==> config.mk <==
export PLATFORM = sky130hd
export DESIGN_NAME = regfile_sb_flat
export DESIGN_NICKNAME = d
export VERILOG_FILES = /design/src/rtl/regfile_sb_if.sv /design/src/rtl/regfile_sb.sv /design/src/flat_wrapper.sv
export SDC_FILE = /design/constraint.sdc
export NUM_CORES = 2
export LEC_CHECK = 0
export CORE_ASPECT_RATIO = 0.75
export CORE_MARGIN = 10
export CORE_UTILIZATION = 29
export CTS_CLUSTER_DIAMETER = 60
export DETAILED_ROUTE_END_ITERATION = 8
export GPL_TIMING_DRIVEN = 1
export MAX_ROUTING_LAYER = met4
export REMOVE_ABC_BUFFERS = 1
export SYNTH_ARGS = -nofsm -noshare
export SYNTH_HDL_FRONTEND = slang
export SYNTH_SLANG_ARGS = --single-unit
==> constraint.sdc <==
create_clock -name clk -period 5.8 [get_ports clk]
set_clock_uncertainty 0.1 [all_clocks]
set_input_delay 1.16 -clock clk [delete_from_list [all_inputs] [get_ports clk]]
set_output_delay 1.16 -clock clk [all_outputs]
set_load 0.02 [all_outputs]
==> src/rtl/regfile_sb_if.sv <==
// regfile_sb_if: write-back, read and issue signals of the scoreboarded register file
interface regfile_sb_if #(
    parameter int DWIDTH = 32,
    parameter int AWIDTH = 5,
    parameter int NRD    = 2
);
    logic                   RegWEn;
    logic [AWIDTH-1:0]      AddrD;
    logic [DWIDTH-1:0]      DataD;
    logic [NRD*AWIDTH-1:0]  AddrR;
    logic [NRD*DWIDTH-1:0]  DataR;
    logic                   IssueEn;
    logic [AWIDTH-1:0]      AddrI;
    logic [NRD-1:0]         BusyR;
    logic                   BusyAny;
    modport master (output RegWEn, AddrD, DataD, AddrR, IssueEn, AddrI, input DataR, BusyR, BusyAny);
    modport slave  (input RegWEn, AddrD, DataD, AddrR, IssueEn, AddrI, output DataR, BusyR, BusyAny);
endinterface

==> src/rtl/regfile_sb.sv <==
// regfile_sb: multi-port register file with x0 hard-wired, optional bypass/registered reads and a pending-write scoreboard
module regfile_sb #(
    parameter int DWIDTH = 32,
    parameter int AWIDTH = 5,
    parameter int NRD    = 2,
    parameter int BYPASS = 1,
    parameter int RDREG  = 0
) (
    input logic         clk,
    input logic         rst,
    regfile_sb_if.slave bus_io
);
    localparam int DEPTH = 2**AWIDTH;

    logic [DWIDTH-1:0]     mem_q [DEPTH];
    logic [DEPTH-1:0]      busy_q, busy_d;
    logic [NRD*DWIDTH-1:0] rd_data;
    logic [NRD-1:0]        rd_busy;

    // write-back clears first and issue sets afterwards, so a newer producer keeps the bit set
    always_comb begin
        busy_d = busy_q;
        if (bus_io.RegWEn) busy_d[bus_io.AddrD] = 1'b0;
        if (bus_io.IssueEn) busy_d[bus_io.AddrI] = 1'b1;
        busy_d[0] = 1'b0;
    end

    // storage update; x0 is never written so it stays zero from reset
    always_ff @(posedge clk) begin
        if (rst) for (int i = 0; i < DEPTH; i++) mem_q[i] <= '0;
        else if (bus_io.RegWEn && bus_io.AddrD != '0) mem_q[bus_io.AddrD] <= bus_io.DataD;
    end

    // scoreboard state
    always_ff @(posedge clk) begin
        busy_q <= rst ? '0 : busy_d;
    end

    for (genvar k = 0; k < NRD; k++) begin : g_rd
        logic [AWIDTH-1:0] a;
        logic              hit, iss;
        assign a   = bus_io.AddrR[k*AWIDTH +: AWIDTH];
        assign hit = BYPASS != 0 && bus_io.RegWEn && bus_io.AddrD == a;
        assign iss = bus_io.IssueEn && bus_io.AddrI == a;
        assign rd_data[k*DWIDTH +: DWIDTH] = a == '0 ? '0 : hit ? bus_io.DataD : mem_q[a];
        assign rd_busy[k] = a != '0 && !(hit && !iss) && busy_q[a];
    end

    if (RDREG != 0) begin : g_reg
        logic [NRD*DWIDTH-1:0] data_q;
        logic [NRD-1:0]        rbusy_q;
        // registered read: captures the write-first lookup for use one cycle later
        always_ff @(posedge clk) begin
            data_q  <= rst ? '0 : rd_data;
            rbusy_q <= rst ? '0 : rd_busy;
        end
        assign bus_io.DataR = data_q;
        assign bus_io.BusyR = rbusy_q;
    end else begin : g_comb
        assign bus_io.DataR = rd_data;
        assign bus_io.BusyR = rd_busy;
    end

    assign bus_io.BusyAny = |busy_q;
endmodule

==> src/flat_wrapper.sv <==
// flat-port wrapper written by rule: the top's interface ports become plain ports
module regfile_sb_flat 
#(
    parameter int DWIDTH = 32,
    parameter int AWIDTH = 5,
    parameter int NRD    = 2,
    parameter int BYPASS = 1,
    parameter int RDREG  = 0
)
  (clk, rst, bus_io_RegWEn, bus_io_AddrD, bus_io_DataD, bus_io_AddrR, bus_io_IssueEn, bus_io_AddrI, bus_io_DataR, bus_io_BusyR, bus_io_BusyAny);
  regfile_sb_if #(.DWIDTH(DWIDTH), .AWIDTH(AWIDTH), .NRD(NRD)) bus_io_i ();
  input logic clk;
  input logic rst;
  input wire logic [$bits(bus_io_i.RegWEn)-1:0] bus_io_RegWEn;
  input wire logic [$bits(bus_io_i.AddrD)-1:0] bus_io_AddrD;
  input wire logic [$bits(bus_io_i.DataD)-1:0] bus_io_DataD;
  input wire logic [$bits(bus_io_i.AddrR)-1:0] bus_io_AddrR;
  input wire logic [$bits(bus_io_i.IssueEn)-1:0] bus_io_IssueEn;
  input wire logic [$bits(bus_io_i.AddrI)-1:0] bus_io_AddrI;
  output wire logic [$bits(bus_io_i.DataR)-1:0] bus_io_DataR;
  output wire logic [$bits(bus_io_i.BusyR)-1:0] bus_io_BusyR;
  output wire logic [$bits(bus_io_i.BusyAny)-1:0] bus_io_BusyAny;
  assign bus_io_i.RegWEn = bus_io_RegWEn;
  assign bus_io_i.AddrD = bus_io_AddrD;
  assign bus_io_i.DataD = bus_io_DataD;
  assign bus_io_i.AddrR = bus_io_AddrR;
  assign bus_io_i.IssueEn = bus_io_IssueEn;
  assign bus_io_i.AddrI = bus_io_AddrI;
  assign bus_io_DataR = bus_io_i.DataR;
  assign bus_io_BusyR = bus_io_i.BusyR;
  assign bus_io_BusyAny = bus_io_i.BusyAny;
  regfile_sb #(.DWIDTH(DWIDTH), .AWIDTH(AWIDTH), .NRD(NRD), .BYPASS(BYPASS), .RDREG(RDREG)) u_core (.clk(clk), .rst(rst), .bus_io(bus_io_i));
endmodule
Word-level counts from Yosys, hierarchy flattened
Memory sizes are Yosys's and may differ from the RTL's.
Index checks and enable logic that the tools add are counted.
Word-level totals
  RAM bits: 1024
  memories kept: 1
  input port bits: 56
  output and inout bits: 67
  bits in registers: 31
Memories
  u_core.mem_q: depth 32, bits a word 32, read ports 2, clocked after memory_dff 0, write ports 32, line regfile_sb.sv:15  | logic [DWIDTH-1:0] mem_q [DEPTH];
Cells by class
  $lt $le $gt $ge: 6
  bitwise gates (word level): 3
  reductions and logical operators: 24
  mux-type cells: 22
  eq/ne operators: 4
Operators with widths (count)
  $mux W32: 7
  $and A32 B32 Y32: 1
  $not A32 Y32: 1
  $or A32 B32 Y32: 1
  $reduce_or A32 Y1: 1
  $reduce_or A31 Y1: 1
  $lt A5 B6 Y1 const B: 4
  $eq A5 B5 Y1: 4
  $reduce_bool A5 Y1: 3
  $logic_and A1 B1 Y1: 13
  $bmux W1 S5: 2
  $demux W1 S5: 2
  $ge A5 B1 Y1 const B: 2
  $logic_not A5 Y1: 2
  $mux W1: 10
  $mux W5: 1
  $logic_not A1 Y1: 4

Depth between registers and ports, before layout
  depth in word-level cells: 9
  mapped depth: 10

Worst setup path before layout
Ideal clock, no wire load.
  kind: input port to flip-flop
  start point: input port bus_io_AddrD[3]
  end point: memory u_core.mem_q[12][0], enable pin
  data arrival time: 4304 ps
  data required time: 5234 ps
  stages on the path: 6
  setup slack: 931 ps
  library setup time: 466 ps
  path buffers: 3
  cells stage by stage: buf_2 or3_1 clkbuf_1 nand3_1 buf_2 o21ai_0
RTL lines
  from (decl): line flat_wrapper.sv:15  | input wire logic [$bits(bus_io_i.AddrD)-1:0] bus_io_AddrD;
  to (decl): line regfile_sb.sv:15

Final worst setup path
  start point: input port bus_io_AddrR[2]
  end point: output port bus_io_DataR[26]
On the way
  longest elaborated chain between the ends: 4
Ends and longest elaborated chain
  from (decl): line flat_wrapper.sv:17  | input wire logic [$bits(bus_io_i.AddrR)-1:0] bus_io_AddrR;
  branches (longest 3 deep; another with $mem_v2 Z32 W32)
  $mux W32 (*): line regfile_sb.sv:45  | assign rd_data[k*DWIDTH +: DWIDTH] = a == '0 ? '0 : hit ? bus_io.DataD : mem_q[a];
  to (decl): line flat_wrapper.sv:20  | output wire logic [$bits(bus_io_i.DataR)-1:0] bus_io_DataR;
Mark *: on every way between the ends.

==> run summary <==
For this design the ratio of total power to cell area is 281 nW/um^2. The async set-or-reset flop fraction in the synthesized netlist is 0. TritonCTS built the clock tree.

The critical path goes through buf_4 > nor2b_2 > buf_4 > a22oi_1 > a21oi_1 > a221o_1 > clkdlybuf4s50_1. The worst IR drop on VDD was 0.000228 V. The setup path with the least slack is of type in -> out. The logs give 3 for the buffer depth of the longest clock path and 4190 ps for the data arrival time of the critical path. The highest-delay cell along the critical path is sky130_fd_sc_hd__nor2b_2. STA puts the critical path data required time at 4540 ps.

The final hold violation count was 0. Of all cell types, the one taking the most synthesized area is sky130_fd_sc_hd__edfxtp_1. Dividing the detail-routed via count by the number of cells gives 5.77. Setup repair after global routing left no endpoint under its margin. Leaving out filler cells and counting taps, the final layout contains 6819.

In this run, CTS created clock tree buffers numbering 103. The global-route congestion overflow total was 0; the vias after detailed routing was 39400. Gates resized during post-CTS repair numbered 0.

The number of antenna-violating nets in the routed design is 0. Slew of the pin with the lowest slew margin: 1450 ps. During synthesis, Yosys emitted a total of 0 warnings. In this design, the largest share of critical-path delay is due to buffers and inverters.

From synthesis to final layout, the design area changed by 16.1%. The static power due to leakage came out at 0.0226 uW. The worst setup path is captured at a primary output.

The layer with the highest usage after global routing is met2. Yosys mapped the design onto 58 distinct sky130hd cell types. Static timing analysis puts the maximum clock frequency at 183 MHz.

The worst reg-to-reg setup slack is 4920 ps. At the end of routability-driven placement, the weighted congestion stood at 0.891. Counting stages on the worst path, the most repeated cell is sky130_fd_sc_hd__buf_4. Among all flip-flop cells after synthesis, the most frequent one is sky130_fd_sc_hd__edfxtp_1. Of all nets on the critical path, the largest fanout is 16. In this design, the stage delay of the slowest critical-path cell is 1160 ps. The number of placed instances, taps included, is 6616.

Number of post-CTS setup repair buffers: 0. The logs give 139000 um for the HPWL reported at the end of detailed placement and 0.0587 for the global routing met3 resource utilization. The tools report the number of antenna violations at the first check in global routing as 21. The worst setup timing slack at the placement stage is 477 ps, and the met1 demand-to-capacity share in global routing is 0.279. The remaining design rule violation count was 0; the number of standard-cell rows in the floorplan was 140.

The synthesized area per cell came out at 14.2 sq um. By area the synthesized netlist is led by sky130_fd_sc_hd__edfxtp_1 (54%), sky130_fd_sc_hd__mux4_2 (16%), sky130_fd_sc_hd__and2_1 (11%). In the final design database the tool counted 4150 nets.

The floorplan step set the die height to 404 um. The worst setup path is launched from a primary input. In this run, post-CTS hold repair placed 0 buffers. The share of the synthesized area in the top cell type was 0.540; the count of flip-flops with a built-in enable after synthesis was 1024. The logs give 0.205 for the combined global-route utilization of all metal layers and 195000 sq um for the area of the core region. Setup violations remaining at the end of the flow were counted as 0. Input and output buffers added on the ports amount to 122. Together, buffers and inverters on the worst path number 3. The tightest slew margin relative to the limit is 0.0276, and the effective utilization at floorplan is 0.293. The first detailed-routing pass took 6 iterations. The share of final-layout standard cells stronger than drive strength 1 is 0.235, and the routed wire length is 223000 um. Clock-pin slew was measured on the worst setup and hold paths at 70 ps. Global routing met2 resource utilization: 0.293. The number of sinks driven by the clock tree was 1055.

Number of max-cap violations: 0. The global-route wire length before repair was 308000 um; the number of H-tree branching levels was 3. The logs give 215000 sq um for the area of the die and 4025 for the number of instances in the synthesized netlist. The cell area after technology mapping was 57000 sq um.

The number of synthesized register bits works out to 1055. In this run the worst hold path is classified as reg -> reg. The via count of the first global-routing pass was 38500. Maximum number of pins on one net before global-route repair: 63. Part of the Yosys area used for sequential elements: 0.551.

The worst path needs 5450 ps of the cycle, external delays included. 123 I/O pins were placed. The run finished with clean final reports. For the total count of max-transition violations in the final report, the log shows 0. The number of violations reported at the end of detailed-routing iteration 0 was 6917. In the final routed layout, each cell accounts on average for 32.7 um. The logs give 18800 for the filler cell count in the final layout and 349 ps for the final worst setup slack.

The tools report the root buffer cell as sky130_fd_sc_hd__clkbuf_16. Setup total negative slack on the finished layout was measured at 0 ps. Measured along the x axis, the die boundary spans 532 um.

The post-route fraction of the period consumed by the critical path works out to 0.940. At the later pin of the worst-skew pair, clock insertion delay measures 730 ps.
cell families (layout without fill, tap and decap cells):
logic type	after synthesis	count (layout)	share of synthesized area
buf+inv	436	559	0.0352
simple gates	1279	1279	0.133
compound gates	546	546	0.0660
mux	688	688	0.212
flops	1055	1055	0.551
other cells	1	45	0.0000658
xor+xnor	20	20	0.00307
registers in the layout (all words and copies together), names as in the netlist:
register and flops:
u_core.mem_q 1024, u_core.busy_q 31
Yosys cell counts (8+ instances only):
library cell,number
sky130_fd_sc_hd__nand3_1,32
sky130_fd_sc_hd__a21oi_1,108
sky130_fd_sc_hd__and2_1,997
sky130_fd_sc_hd__edfxtp_1,1024
sky130_fd_sc_hd__a221oi_1,16
sky130_fd_sc_hd__a22o_1,19
sky130_fd_sc_hd__nor2b_1,11
sky130_fd_sc_hd__dfxtp_1,31
sky130_fd_sc_hd__mux4_2,413
sky130_fd_sc_hd__o211ai_1,12
sky130_fd_sc_hd__xor2_1,8
sky130_fd_sc_hd__o221ai_1,8
sky130_fd_sc_hd__buf_2,76
sky130_fd_sc_hd__mux2i_1,268
sky130_fd_sc_hd__nand4_1,8
sky130_fd_sc_hd__a31oi_1,23
sky130_fd_sc_hd__clkbuf_1,292
sky130_fd_sc_hd__nand2_1,107
sky130_fd_sc_hd__xnor2_1,12
sky130_fd_sc_hd__o21ai_0,101
sky130_fd_sc_hd__nor3_1,12
sky130_fd_sc_hd__buf_6,18
sky130_fd_sc_hd__o22ai_1,20
sky130_fd_sc_hd__o221a_2,16
sky130_fd_sc_hd__buf_1,11
sky130_fd_sc_hd__buf_4,31
sky130_fd_sc_hd__a221o_1,30
sky130_fd_sc_hd__a22oi_1,159
sky130_fd_sc_hd__nor4_1,9
sky130_fd_sc_hd__nor2_1,57
path summary, 6_finish.rpt:
path / cells past startpoint / end / from
hold reg to reg: 2 / u_core.busy_q[6] / u_core.busy_q[6]
setup reg to reg: 2 / u_core.busy_q[22] / u_core.busy_q[22]
setup / recovery: 7 / bus_io_DataR[26] / bus_io_AddrR[2]
hold / removal: 2 / u_core.busy_q[6] / u_core.busy_q[6]
cell type report:
cell class              instances  area, sq um  area share
clock buffers                 132         2730      0.0412
repair buffers                363         3720      0.0562
clock inverters                58          606     0.00916
well taps                    2627         3290      0.0497
multi-input cells            2565        24400       0.369
diodes                         13         32.5    0.000492
inverters                       6         22.5    0.000341
flip-flops and latches       1055        31400       0.474
report_power, final:
part | internal (uW) | switching [uW] | leakage [uW]
Combinational | 1070 | 1600 | 0.0110
Clock | 3780 | 3170 | 0.00162
Sequential | 8770 | 211 | 0.0100
metal layers:
layer,up-vias,wire length (um)
met5,-,0
met2,2898,96600
met4,0,8060
met1,20400,89200
met3,422,29000
li1,15600,-
tightest hold or removal path, delay by kind of cell, from the launching register on:
family | cells | cell delay [ps]
compound gates | 2 | 140
flops | 1 | 330
per-stage QoR:
stage,power [uW],cell area [sq um],hold WS (ps),utilization
4_1_cts,18600,66100,414,0.339
3_3_place_gp,11700,62800,394,0.322
5_1_grt,19000,66100,431,0.339
2_1_floorplan,10300,55100,362,-
3_5_place_dp,11800,62800,400,0.322
6_report,18600,66100,417,0.340
placed cells by master, fill, tap and decap left out, types with 12 or more instances in the layout:
master                            netlist  layout
sky130_fd_sc_hd__nor2_4                 0      31
sky130_fd_sc_hd__conb_1                 1      32
sky130_fd_sc_hd__xnor2_1               12      12
sky130_fd_sc_hd__o22ai_1               20      20
sky130_fd_sc_hd__nand2_1              107     107
sky130_fd_sc_hd__a31oi_1               23      23
sky130_fd_sc_hd__a22o_1                19      19
sky130_fd_sc_hd__a21oi_1              108     108
sky130_fd_sc_hd__o21ai_0              101      69
sky130_fd_sc_hd__o221a_2               16      16
sky130_fd_sc_hd__nor2_1                57      21
sky130_fd_sc_hd__o21ai_4                0      31
sky130_fd_sc_hd__mux2i_1              268     268
sky130_fd_sc_hd__a221oi_1              16      16
sky130_fd_sc_hd__edfxtp_1            1024    1024
sky130_fd_sc_hd__o211ai_1              12      12
sky130_fd_sc_hd__diode_2                0      13
sky130_fd_sc_hd__clkdlybuf4s50_1        0      57
sky130_fd_sc_hd__nand3_1               32      30
sky130_fd_sc_hd__and2_1               997     997
sky130_fd_sc_hd__dfxtp_1               31      31
sky130_fd_sc_hd__clkinv_1               0      21
sky130_fd_sc_hd__mux4_2               413     413
sky130_fd_sc_hd__buf_12                 0      66
sky130_fd_sc_hd__a221o_1               30      30
sky130_fd_sc_hd__clkinv_2               0      16
sky130_fd_sc_hd__clkbuf_16              0     104
sky130_fd_sc_hd__clkbuf_1             292      26
sky130_fd_sc_hd__buf_4                 31     233
sky130_fd_sc_hd__a22oi_1              159     159
No activity file was read; power rests on OpenSTA's default activity.
